$ cat config.mk
export PLATFORM = sky130hd
export DESIGN_NAME = multicycle_control_unit
export DESIGN_NICKNAME = d
export VERILOG_FILES = /design/src/rtl/mcu_pkg.sv /design/src/rtl/mcu_decoder.sv /design/src/rtl/multicycle_control_unit.sv
export SDC_FILE = /design/constraint.sdc
export NUM_CORES = 1
export LEC_CHECK = 0
export ABC_AREA = 1
export CAP_MARGIN = 20
export CELL_PAD_IN_SITES_DETAIL_PLACEMENT = 1
export CELL_PAD_IN_SITES_GLOBAL_PLACEMENT = 1
export CORE_MARGIN = 3
export CORE_UTILIZATION = 25
export DETAILED_ROUTE_END_ITERATION = 10
export PLACE_DENSITY = 0.72
export SLEW_MARGIN = 20
export SYNTH_ARGS = -nofsm -noshare
export SYNTH_HDL_FRONTEND = slang
export SYNTH_SLANG_ARGS = --single-unit
$ cat constraint.sdc
create_clock -name clk -period 1.8 [get_ports clk]
set_clock_uncertainty 0.1 [all_clocks]
set_input_delay 0.36 -clock clk [delete_from_list [all_inputs] [get_ports clk]]
set_output_delay 0.36 -clock clk [all_outputs]
set_load 0.1 [all_outputs]
$ cat src/rtl/mcu_pkg.sv
// Shared encodings for the multicycle control unit: opcodes, function codes,
// ALU operations, next-PC selects, FSM states and decoded instruction classes.
package mcu_pkg;

  localparam logic [5:0] OP_RTYPE = 6'b000000;
  localparam logic [5:0] OP_ADDI  = 6'b000001;
  localparam logic [5:0] OP_ANDI  = 6'b001001;
  localparam logic [5:0] OP_ORI   = 6'b001010;
  localparam logic [5:0] OP_LW    = 6'b001101;
  localparam logic [5:0] OP_SW    = 6'b001110;
  localparam logic [5:0] OP_BEQ   = 6'b001111;
  localparam logic [5:0] OP_BNE   = 6'b010000;
  localparam logic [5:0] OP_J     = 6'b010010;

  localparam logic [5:0] FN_ADD = 6'b000001;
  localparam logic [5:0] FN_SUB = 6'b000010;
  localparam logic [5:0] FN_AND = 6'b000011;
  localparam logic [5:0] FN_OR  = 6'b000100;
  localparam logic [5:0] FN_SLL = 6'b000101;

  localparam logic [2:0] ALU_ADD = 3'b000;
  localparam logic [2:0] ALU_SUB = 3'b001;
  localparam logic [2:0] ALU_AND = 3'b010;
  localparam logic [2:0] ALU_OR  = 3'b011;
  localparam logic [2:0] ALU_SLL = 3'b100;

  localparam logic [1:0] PC_SEQ    = 2'b00;
  localparam logic [1:0] PC_BRANCH = 2'b01;
  localparam logic [1:0] PC_JUMP   = 2'b11;

  localparam logic [2:0] ST_IF  = 3'd0;
  localparam logic [2:0] ST_ID  = 3'd1;
  localparam logic [2:0] ST_EX  = 3'd2;
  localparam logic [2:0] ST_MEM = 3'd3;
  localparam logic [2:0] ST_WB  = 3'd4;

  typedef enum logic [2:0] {
    S_IF  = ST_IF,
    S_ID  = ST_ID,
    S_EX  = ST_EX,
    S_MEM = ST_MEM,
    S_WB  = ST_WB
  } state_t;

  typedef enum logic [2:0] {
    IC_ALU,
    IC_LOAD,
    IC_STORE,
    IC_BEQ,
    IC_BNE,
    IC_JUMP,
    IC_NONE
  } iclass_t;

endpackage

$ cat src/rtl/mcu_decoder.sv
// Combinational instruction decoder: opcode/function -> instruction class and
// EX/WB datapath controls; flags anything outside the defined instruction set.
module mcu_decoder
  import mcu_pkg::*;
#(
  parameter int OP_W   = 6,
  parameter int FUNC_W = 6
) (
  input  logic [OP_W-1:0]   i_op,
  input  logic [FUNC_W-1:0] i_func,
  output iclass_t           o_iclass,
  output logic [2:0]        o_aluc,
  output logic              o_sext,
  output logic              o_aluimm,
  output logic              o_shift,
  output logic              o_regrt,
  output logic              o_illegal
);

  always_comb begin
    o_iclass  = IC_NONE;
    o_aluc    = ALU_ADD;
    o_sext    = 1'b0;
    o_aluimm  = 1'b0;
    o_shift   = 1'b0;
    o_regrt   = 1'b0;
    o_illegal = 1'b0;
    case (i_op)
      OP_W'(OP_RTYPE): begin
        o_iclass = IC_ALU;
        case (i_func)
          FUNC_W'(FN_ADD): o_aluc = ALU_ADD;
          FUNC_W'(FN_SUB): o_aluc = ALU_SUB;
          FUNC_W'(FN_AND): o_aluc = ALU_AND;
          FUNC_W'(FN_OR):  o_aluc = ALU_OR;
          FUNC_W'(FN_SLL): begin
            o_aluc  = ALU_SLL;
            o_shift = 1'b1;
          end
          default: begin
            o_iclass  = IC_NONE;
            o_illegal = 1'b1;
          end
        endcase
      end
      OP_W'(OP_ADDI): begin
        o_iclass = IC_ALU;
        o_aluimm = 1'b1;
        o_sext   = 1'b1;
        o_regrt  = 1'b1;
      end
      OP_W'(OP_ANDI): begin
        o_iclass = IC_ALU;
        o_aluc   = ALU_AND;
        o_aluimm = 1'b1;
        o_regrt  = 1'b1;
      end
      OP_W'(OP_ORI): begin
        o_iclass = IC_ALU;
        o_aluc   = ALU_OR;
        o_aluimm = 1'b1;
        o_regrt  = 1'b1;
      end
      OP_W'(OP_LW): begin
        o_iclass = IC_LOAD;
        o_aluimm = 1'b1;
        o_sext   = 1'b1;
        o_regrt  = 1'b1;
      end
      OP_W'(OP_SW): begin
        o_iclass = IC_STORE;
        o_aluimm = 1'b1;
        o_sext   = 1'b1;
      end
      // Branches drive a subtract so the ALU mirrors the rs/rt compare.
      OP_W'(OP_BEQ): begin
        o_iclass = IC_BEQ;
        o_aluc   = ALU_SUB;
        o_sext   = 1'b1;
      end
      OP_W'(OP_BNE): begin
        o_iclass = IC_BNE;
        o_aluc   = ALU_SUB;
        o_sext   = 1'b1;
      end
      OP_W'(OP_J): o_iclass = IC_JUMP;
      default:     o_illegal = 1'b1;
    endcase
  end

endmodule

$ cat src/rtl/multicycle_control_unit.sv
// Multicycle instruction-sequencing FSM with memory handshake and a
// retired-instruction counter; decoding is delegated to mcu_decoder.
//
// state | meaning
// IF    | request instruction fetch; load IR and PC+4 on mem_ready
// ID    | decode; undefined instruction pulses illegal and refetches
// EX    | ALU controls; branches and jumps resolve and retire here
// MEM   | load/store access, held until mem_ready
// WB    | register write-back, then retire
module multicycle_control_unit
  import mcu_pkg::*;
#(
  parameter int OP_W   = 6,
  parameter int FUNC_W = 6,
  parameter int CNT_W  = 32
) (
  input  logic              clk,
  input  logic              rst,
  input  logic [OP_W-1:0]   op,
  input  logic [FUNC_W-1:0] func,
  input  logic              rsrtequ,
  input  logic              mem_ready,
  output logic              mem_req,
  output logic              irwrite,
  output logic              pcwrite,
  output logic              wreg,
  output logic              m2reg,
  output logic              wmem,
  output logic              regrt,
  output logic              aluimm,
  output logic              sext,
  output logic              shift,
  output logic [2:0]        aluc,
  output logic [1:0]        pcsource,
  output logic [2:0]        state,
  output logic              illegal,
  output logic [CNT_W-1:0]  retired
);

  state_t           r_state;
  state_t           w_next;
  logic             r_quiet;
  logic [CNT_W-1:0] r_retired;
  logic             w_retire;
  logic             w_taken;

  iclass_t    w_iclass;
  logic [2:0] w_aluc;
  logic       w_sext;
  logic       w_aluimm;
  logic       w_shift;
  logic       w_regrt;
  logic       w_illegal;

  mcu_decoder #(
    .OP_W   (OP_W),
    .FUNC_W (FUNC_W)
  ) u_decoder (
    .i_op      (op),
    .i_func    (func),
    .o_iclass  (w_iclass),
    .o_aluc    (w_aluc),
    .o_sext    (w_sext),
    .o_aluimm  (w_aluimm),
    .o_shift   (w_shift),
    .o_regrt   (w_regrt),
    .o_illegal (w_illegal)
  );

  // r_quiet keeps every control low for the cycle following a reset edge,
  // so a fetch request cannot appear before the unit has settled in IF.
  always_ff @(posedge clk) begin
    if (rst) begin
      r_state   <= S_IF;
      r_quiet   <= 1'b1;
      r_retired <= '0;
    end else begin
      r_state <= w_next;
      r_quiet <= 1'b0;
      if (w_retire) r_retired <= r_retired + CNT_W'(1);
    end
  end

  assign w_taken = (w_iclass == IC_BEQ) ? rsrtequ : ~rsrtequ;

  always_comb begin
    w_next   = r_state;
    w_retire = 1'b0;
    mem_req  = 1'b0;
    irwrite  = 1'b0;
    pcwrite  = 1'b0;
    wreg     = 1'b0;
    m2reg    = 1'b0;
    wmem     = 1'b0;
    regrt    = 1'b0;
    aluimm   = 1'b0;
    sext     = 1'b0;
    shift    = 1'b0;
    aluc     = ALU_ADD;
    pcsource = PC_SEQ;
    illegal  = 1'b0;
    if (r_quiet) begin
      w_next = S_IF;
    end else begin
      case (r_state)
        S_IF: begin
          mem_req = 1'b1;
          if (mem_ready) begin
            irwrite = 1'b1;
            pcwrite = 1'b1;
            w_next  = S_ID;
          end
        end
        S_ID: begin
          if (w_illegal) begin
            illegal = 1'b1;
            w_next  = S_IF;
          end else begin
            w_next = S_EX;
          end
        end
        S_EX: begin
          aluc   = w_aluc;
          aluimm = w_aluimm;
          sext   = w_sext;
          shift  = w_shift;
          case (w_iclass)
            IC_BEQ, IC_BNE: begin
              if (w_taken) begin
                pcwrite  = 1'b1;
                pcsource = PC_BRANCH;
              end
              w_retire = 1'b1;
              w_next   = S_IF;
            end
            IC_JUMP: begin
              pcwrite  = 1'b1;
              pcsource = PC_JUMP;
              w_retire = 1'b1;
              w_next   = S_IF;
            end
            IC_LOAD, IC_STORE: w_next = S_MEM;
            IC_ALU:            w_next = S_WB;
            default:           w_next = S_IF;
          endcase
        end
        S_MEM: begin
          mem_req = 1'b1;
          wmem    = (w_iclass == IC_STORE);
          if (mem_ready) begin
            if (w_iclass == IC_STORE) begin
              w_retire = 1'b1;
              w_next   = S_IF;
            end else begin
              w_next = S_WB;
            end
          end
        end
        S_WB: begin
          wreg     = 1'b1;
          m2reg    = (w_iclass == IC_LOAD);
          regrt    = w_regrt;
          w_retire = 1'b1;
          w_next   = S_IF;
        end
        default: w_next = S_IF;
      endcase
    end
  end

  assign state   = r_state;
  assign retired = r_retired;

endmodule

==> results of run 1 <==
## state kept, by name (all words and copies together), names as in the netlist
signal   flops
state        3
retired     32
r_quiet      1
## area by class of cell
type                    count  area, um^2
inverters                  60       247.7
well taps                 140       175.2
flip-flops and latches     36       790.8
fillers                  1299        4937
clock buffers               7       142.6
clock inverters             1       3.754
repair buffers            154        2014
multi-input cells         402        2624
## power by group
part           total (W)  internal [W]  switching, W  leakage, nW
clock network   0.000902      0.000548      0.000355       0.0716
logic           0.000388      0.000148      0.000240         1.87
registers       0.000787      0.000783    0.00000347        0.311
## what timing repair did
| action | CTS | global route |
|---|---|---|
| buffers inserted | 22 | 15 |
| resized for setup | 130 | 132 |
| endpoints found under the setup margin | 51 | 48 |
| pin swaps | 32 | 57 |
| cloned | 0 | 5 |
| hold buffers | 0 | 0 |
## logic make-up after synthesis
group,after synthesis,share of synthesized area
AND/OR/NAND/NOR,348,0.5239
adder cells (fa/ha/maj),1,0.004424
XOR/XNOR,11,0.03407
buffers and inverters,73,0.1075
flip-flops,36,0.2549
AO/OA/AOI/OAI,42,0.07522
## through the flow
step,total power (W),TNS [ns],util,instances
2_1_floorplan,0.0009391,-6.733,-,511
4_1_cts,0.002022,-2.446,0.4870,785
5_1_grt,0.002129,-8.041,0.5485,800
3_5_place_dp,0.001082,-26.64,0.4363,757
6_report,0.002077,-5.255,0.5485,800
3_3_place_gp,0.001071,-22.37,0.4363,757
## path summary, 6_finish.rpt
check | start | end
setup / recovery | op[5] | sext
hold / removal | retired[7] | retired[7]
hold reg to reg | retired[7] | retired[7]
setup reg to reg | retired[13] | retired[24]
## worst max-delay path, delay by kind of cell
family          cells  cell delay, ns
compound gates      1            0.15
buf+inv             4            0.58
simple gates        4            0.56
## routing by layer
layer  GRT usage  part of all wire  up-vias
li1            -                 -     1917
met1      0.2585              0.41     2011
met2      0.3945              0.51      146
met3     0.02588             0.045       44
met4     0.04728             0.037        0
met5           0                 0        -
## cell usage in the layout, fill, tap and decap left out, types with 2 or more instances in the layout
cell type and count:
buf_4 64, nand2_1 128, buf_8 3, nand4_1 7
buf_6 19, nor2_4 23, buf_12 56, inv_6 2
nor2_2 15, dfxtp_4 11, o21ai_2 4, inv_2 10
a21oi_2 28, clkbuf_16 9, inv_4 2, nor3_2 2
clkinv_1 2, xnor2_1 8, a21oi_4 2, inv_1 43
dfxtp_1 2, nor2_1 58, nand3_1 42, nand3_2 12
clkdlybuf4s50_1 2, buf_2 2, clkbuf_2 3, xor2_1 3
nand3_4 10, nor3_1 2, nand2_2 18, nand2_4 21
dfxtp_2 23, nor3_4 3, nor4_4 2, o21ai_0 4
clkinvlp_4 2
==> metrics.txt, run 1 <==
final wirelength roughly 16 mm; Mapped Avg Cell Area between 5 and 6 um^2; max incr delay on CP roughly 0.21 ns; Core Box Area around 0.011 mm^2; maximum level of the CTS H-tree 2; Initial Utilization 0.2586; Post-synth ARST share 0; Post-synth EDFFs 0; Worst Path Arrival 1.66 ns; number of synthesis warnings 0; vias in the first global route 4341; area grow syn2layout 112.1%; failing checks negative setup slack; Vias roughly 4100; Hold Crit Depth 2; LEAKAGE approximately 2.3 nW; ys flop type dfxtp_1; Worst-Margin Slew around 0.47 ns; Critical Path RT about 1.3 ns; io pins 67; initial antenna violation count 0; placed cell area about 0.0048 mm^2; Finished Cell Area approximately 0.0060 mm^2; DR iter-0 viols between 200 and 250; Final Max Slew Viols 0; Post-Syn Nets about 530; Seq/Total Area, Yosys 0.2549; most common cell in the netlist nand2_1; Yosys top cell area share 0.2549; post-synth cell types 29; clk slew on worst S/H paths around 0.06 ns; Detailed Routing Iterations Pass 1 4; Max-Cap Viols 0; FP Rows 38; Mapped Cells 511; DRC 0; Worst Hold Slack 0.4214 ns; proportion of layout cells with a drive suffix above 1 0.5348; pre-CTS setup slack -0.7716 ns; first-pass GRT wire length roughly 22 mm; power per standard cell area between 300 and 400 mW/mm^2; RSZ-0062 raised after global routing yes; largest net degree at the start of global routing 22; #FFs+latches synth 36; Hold Violations, Final 0; CTS root buffer clkbuf_16; fin worst setup slack -0.3186 ns; WS Path Type in -> out; Chip Width approximately 110 um; DIE HEIGHT around 110 um; Die ar. ~0.013 mm^2; CTS tree yes; # setup viols final 46; IO buf count between 60 and 70; Post-synth top cells nand2_1, nor2_1, nand3_1; grt total ovfl 0; status finished, violations left; Reg2Reg Depth 8; Final Cycle Share 1.177; crit-path cells buf_8 > nor2_4 > buf_6 > nand3b_1 > nand2_2 > buf_4 > nor2_1 > a21oi_4 > buf_12; cell taking the most area after synthesis dfxtp_1; RePlAce Congestion between 0.9 and 1; slowest CP cell nor2_4; CP Launch Type input port; drt wl/cell 20.07 um; ANT nets after route 0; CTS Sinks 36; HP Class reg -> reg; clk buf depth 2; clk_lat worst skew 0.28 ns; total track usage 0.2115; crit path max fanout 6; Tmin final 2.119 ns; Mapped Area between 0.002 and 0.003 mm^2; Synth area leaders dfxtp_1, nand2_1, nor2_1, nand3_1, inv_1; CP endpoint kind output port; via density per instance 5.148; VDD IR max slightly below 0.3 mV; achievable frequency around 470 MHz; layout net count 676; HPWL after DPL 9.435 mm; antenna cells 0; reg2reg setup slack -0.18 ns; total CTS buffers 5; Slew Limit Headroom 0.6860
Power figures use the tool's default switching activity.
==> run 2: changes to the inputs <==
- RECOVER_POWER: default -> 100
==> metrics.txt, run 2 (same netlist as run 1, synthesis figures left out) <==
status finished, violations left; failing checks negative setup slack; vias in the first global route 4341 (unchanged); HP Class reg -> reg; register area 789.5 um^2 (-0.16%); multi-input logic area 0.002624 mm^2 (unchanged); IO buf count 66 (unchanged); io pins 67 (unchanged); WS Path Type in -> out; Vias 4111 (-0.17%); final wirelength 16.09 mm (+0.23%); final setup TNS -5.137 ns (+0.1177 ns); HPWL after DPL 9.435 mm (unchanged); Initial Utilization 0.2586 (unchanged); DIE HEIGHT 112.4 um (unchanged); antenna cells 0 (unchanged); Hold-fix buffers, CTS 0 (unchanged); RSZ-0062 raised after global routing yes; largest net degree at the start of global routing 22 (unchanged); drt wl/cell 20.11 um (+0.23%); ANT nets after route 0 (unchanged); clk buf depth 2 (unchanged); clk slew on worst S/H paths 0.06 ns (about the same); layout net count 676 (unchanged); Detailed Routing Iterations Pass 1 4 (unchanged); achievable frequency 472.5 MHz (+0.11%); total CTS buffers 5 (unchanged); Die ar. 0.01262 mm^2 (unchanged); Hold Crit Depth 2 (unchanged); crit-path cells buf_4 > nand2_2 > nand3b_1 > nand2_2 > nor2_4 > nand2_2 > a21oi_4 > buf_12; initial antenna violation count 0 (unchanged); clk_lat worst skew 0.29 ns (about the same); Most Frequent Cell on Critical Path nand2_2; commonest cells after routing, fill and taps aside nand2_1, buf_4, nor2_1; maximum level of the CTS H-tree 2 (unchanged); DRC 0 (unchanged); power per standard cell area 354.8 mW/mm^2 (+2.4%); crit path max fanout 4 (-2); Slew Limit Headroom 0.6322 (-0.05377); Tmin final 2.116 ns (-0.002262 ns); Post-Route Utilization 0.5358 (-0.01270); area grow syn2layout 107.2%; max incr delay on CP 0.21 ns (about the same); CP endpoint kind output port; fill cell count 1317 (+1.4%); DR iter-0 viols 200 (-11%); grt total ovfl 0 (unchanged); worst reg2reg path startpoint retired[13]; Chip Width 112.4 um (unchanged); Hold Violations, Final 0 (unchanged); CTS tree yes; LEAKAGE 2.220 nW (-1.4%); CTS Sinks 36 (unchanged); # setup viols final 46 (unchanged); reg2reg end retired[24]; Critical Path RT 1.34 ns (about the same); Final Cycle Share 1.176 (-0.001257); startpoint of the worst hold path retired[8]; hold endpoint retired[8]; CTS root buffer clkbuf_16; CP Launch Type input port; Worst Path Arrival 1.66 ns (about the same); Final Max Slew Viols 0 (unchanged); Core Box Area 0.01094 mm^2 (unchanged); leading cell type in the layout, fill and taps excluded nand2_1; max FFs per register 32 (unchanged); Reg2Reg Depth 8 (unchanged); RePlAce Congestion 0.9379 (unchanged); proportion of layout cells with a drive suffix above 1 0.5333 (-0.001515); total track usage 0.2115 (unchanged); first-pass GRT wire length 22.01 mm (unchanged); slowest CP cell a21oi_4; via density per instance 5.139 (-0.17%); Worst-Margin Slew 0.5540 ns (+0.08661 ns); VDD IR max 0.3026 mV (+2.5%); Max-Cap Viols 0 (unchanged); FP Rows 38 (unchanged); fin worst setup slack -0.3164 ns (+0.002262 ns); reg2reg setup slack -0.17 ns (about the same)
run 2: cell types whose count changed in the layout (fill, tap and decap cells not counted), sizes merged:
cell    delta
buf       -10
clkbuf    +10
run 2: final cells by class:
| cell class | count | area share |
|---|---|---|
| clock buffer | 7 | 0.02434 |
| clock inverter | 1 | 0.0006406 |
| inverter | 60 | 0.04228 |
| multi-input combinational | 402 | 0.4478 |
| sequential | 36 | 0.1347 |
| tap | 140 | 0.02990 |
| timing repair buffer | 154 | 0.3203 |
run 2: critical path, delay by kind of cell:
kind | cells | cell delay, ns
compound gates | 1 | 0.21
simple gates | 5 | 0.73
buf+inv | 2 | 0.34
run 2: what timing repair did:
action / in CTS / in global routing
setup buffers: 22 / 15
setup endpoints to repair: 51 / 48
pin swaps: 32 / 57
resized for setup: 130 / 132
gates cloned: 0 / 5
run 2: where the power goes:
part	internal, W	switching (W)	leakage, nW
Sequential	0.000783	0.00000339	0.311
Clock	0.000548	0.000358	0.0716
Combinational	0.000147	0.000240	1.84
Total	0.00148	0.000601	2.22
run 2: worst max-delay path by stage:
stage	start	end	slack, ns	cells past startpoint
detailed placement	op[1]	aluc[2]	-0.77	7
CTS	state[2]	aluc[2]	-0.25	6
finish	op[2]	illegal	-0.32	8
global route	op[2]	illegal	-0.37	8
floorplan	state[2]	m2reg	-0.86	4
global placement	op[5]	aluc[2]	-0.63	7
run 2: metal layers:
layer | vias up | GRT usage | share of wire
met5 | - | 0 | 0
met4 | 0 | 0.04728 | 0.037
met3 | 43 | 0.02588 | 0.042
met2 | 119 | 0.3945 | 0.51
met1 | 2035 | 0.2585 | 0.41
li1 | 1914 | - | -
run 2: through the flow:
step	total power, W	instances	cell area (um^2)	hold slack [ns]	setup slack [ns]
floorplan	0.0009391	511	3069	0.2877	-0.8595
global placement	0.001071	757	4771	0.3988	-0.6289
detailed placement	0.001082	757	4771	0.4076	-0.7716
CTS	0.002022	785	5325	0.4191	-0.2490
global route	0.002129	800	5859	0.4209	-0.3721
finish	0.002079	800	5859	0.4124	-0.3164
==> run 3: changes to the inputs <==
- PLACE_DENSITY: 0.72 -> 0.75
- clock period: 1.8 -> 1.7 ns (I/O delays scaled with it)
==> metrics.txt, run 3 (same netlist as run 1, synthesis figures left out) <==
clk buf depth 2 (unchanged); Hold-fix buffers, CTS 0 (unchanged); LEAKAGE 2.313 nW (+4.2%); IO buf count 66 (unchanged); io pins 67 (unchanged); Tmin final about 2.1 ns; Vias 4301 (+4.6%); CTS root buffer clkbuf_16; reg2reg setup slack -0.34 ns (-0.17 ns); Worst Path Arrival 1.69 ns (+0.03 ns); leading cell type in the layout, fill and taps excluded nand2_1; RePlAce Congestion 0.9078 (-3.2%); vias in the first global route 4730 (+9.0%); Slew Limit Headroom 0.6717 (+0.03945); CP endpoint kind output port; fill cell count 1311 (-0.46%); area grow syn2layout 107.2% (unchanged); DIE HEIGHT 112.4 um (unchanged); startpoint of the worst hold path retired[8]; combinational power share 0.176 (-0.010); Critical Path RT 1.26 ns (-0.08 ns); Final Max Slew Viols 0 (unchanged); Hold Crit Depth 2 (unchanged); Worst-Margin Slew 0.4959 ns (-0.05812 ns); HP Class reg -> reg; CP Launch Type flop; commonest cells after routing, fill and taps aside nand2_1, buf_4, nor2_1; FP Rows 38 (unchanged); via density per instance 5.350 (+4.1%); power per standard cell area 396.3 mW/mm^2 (+12%); initial antenna violation count 0 (unchanged); Core Box Area 0.01094 mm^2 (unchanged); fin worst setup slack -0.4298 ns (-0.1135 ns); reg2reg end retired[18]; internal power 0.001651 W (+12%); maximum level of the CTS H-tree 2 (unchanged); dpl cells 753 (-0.53%); Final Total Pwr 0.002322 W (+12%); Final Cycle Share 1.253; drt wl/cell 21.81 um (+8.4%); status finished, violations left; Die ar. 0.01262 mm^2 (unchanged); total track usage 0.2581 (+0.04666); RSZ-0062 raised after global routing yes; hold endpoint retired[8]; clk slew on worst S/H paths 0.06 ns (about the same); antenna cells 0 (unchanged); total CTS buffers 5 (unchanged); max FFs per register 32 (unchanged); Hold Violations, Final 0 (unchanged); largest net degree at the start of global routing 35 (+59%); fin cells 804 (+0.50%); final wirelength 17.53 mm (+9.0%); Sw Ratio 0.2890 (about the same); DR iter-0 viols 330 (+65%); VDD IR max 0.4694 mV (+55%); CTS tree yes; clk_lat worst skew 0.29 ns (about the same); Clock Power Share 0.472 (+0.037); layout net count 680 (+0.59%); Chip Width 112.4 um (unchanged); WS Path Type reg -> out; Psw 0.0006712 W (+12%); HPWL after DPL 9.219 mm (-2.3%); # setup viols final 51 (+11%); Reg2Reg Depth 11 (+3); achievable frequency about 470 MHz; grt total ovfl 0 (unchanged); ANT nets after route 0 (unchanged); crit path max fanout 5 (+1); Seq pwr share 0.352 (-0.026); Post-Route Utilization 0.5358 (unchanged); CTS Sinks 36 (unchanged); first-pass GRT wire length 26.05 mm (+18%); failing checks negative setup slack; worst reg2reg path startpoint state[2]; proportion of layout cells with a drive suffix above 1 0.5105 (-0.02279); Max-Cap Viols 0 (unchanged); Initial Utilization 0.2586 (unchanged); DRC 0 (unchanged); Detailed Routing Iterations Pass 1 5 (+1)
-- run 3: cell count changes in the layout (fill, tap and decap cells not counted), sizes merged --
cell,delta
clkinv,+1
buf,+18
clkdlybuf4s50,-1
dlygate4sd2,+1
clkbuf,-16
bufinv,+1
-- run 3: timing repair --
action | in CTS | in global routing
setup buffers | 38 | 8
pin swaps | 60 | 30
gates resized for setup | 197 | 53
cloned | 6 | 0
endpoints found under the setup margin | 51 | 51
-- run 3: power by group through the flow --
stage	Combinational (W)	Clock (W)	Sequential, W
floorplan	0.000135	0	0.000845
global placement	0.000278	0	0.000836
detailed placement	0.000288	0	0.000836
CTS	0.000342	0.00107	0.000818
global route	0.000425	0.00113	0.000818
finish	0.000409	0.00110	0.000818
-- run 3: worst max path at each step --
stage,to,cells past startpoint,startpoint
floorplan,m2reg,4,state[2]
global placement,aluc[2],7,op[3]
detailed placement,aluc[2],7,op[3]
CTS,shift,6,state[2]
global route,pcwrite,6,state[2]
finish,sext,7,state[2]
-- run 3: cell type report --
type,count,area [um^2],area share
Multi-Input combinational cell,402,2572,0.4390
Clock buffer,5,125.1,0.02135
Timing Repair Buffer,158,1889,0.3224
Inverter,60,250.2,0.04271
Sequential cell,36,809.5,0.1382
Tap cell,140,175.2,0.02990
Clock inverter,3,37.54,0.006406
-- run 3: metal layers --
metal | routed length, um | GRT usage
met3 | 944 | 0.04043
met1 | 6772 | 0.3005
met5 | 0 | 0
met4 | 746 | 0.09054
met2 | 9071 | 0.4768
-- run 3: stage by stage --
stage	hold WS [ns]	worst slack, ns	area, um^2	setup TNS (ns)
2_1_floorplan	0.2677	-0.9395	3114	-7.913
3_3_place_gp	0.4036	-0.7127	4786	-27.89
3_5_place_dp	0.4088	-0.8310	4786	-32.11
4_1_cts	0.4170	-0.3474	5872	-7.662
5_1_grt	0.4208	-0.5054	5859	-15.95
6_report	0.4032	-0.4298	5859	-11.92
-- run 3: critical path, cell delays in order (launching register included) --
cell and delay [ns]:
dfxtp_4 0.36, nor2_4 0.13, inv_2 0.06, nor3_4 0.23, buf_6 0.22, inv_6 0.05, a21oi_4 0.14, buf_12 0.19
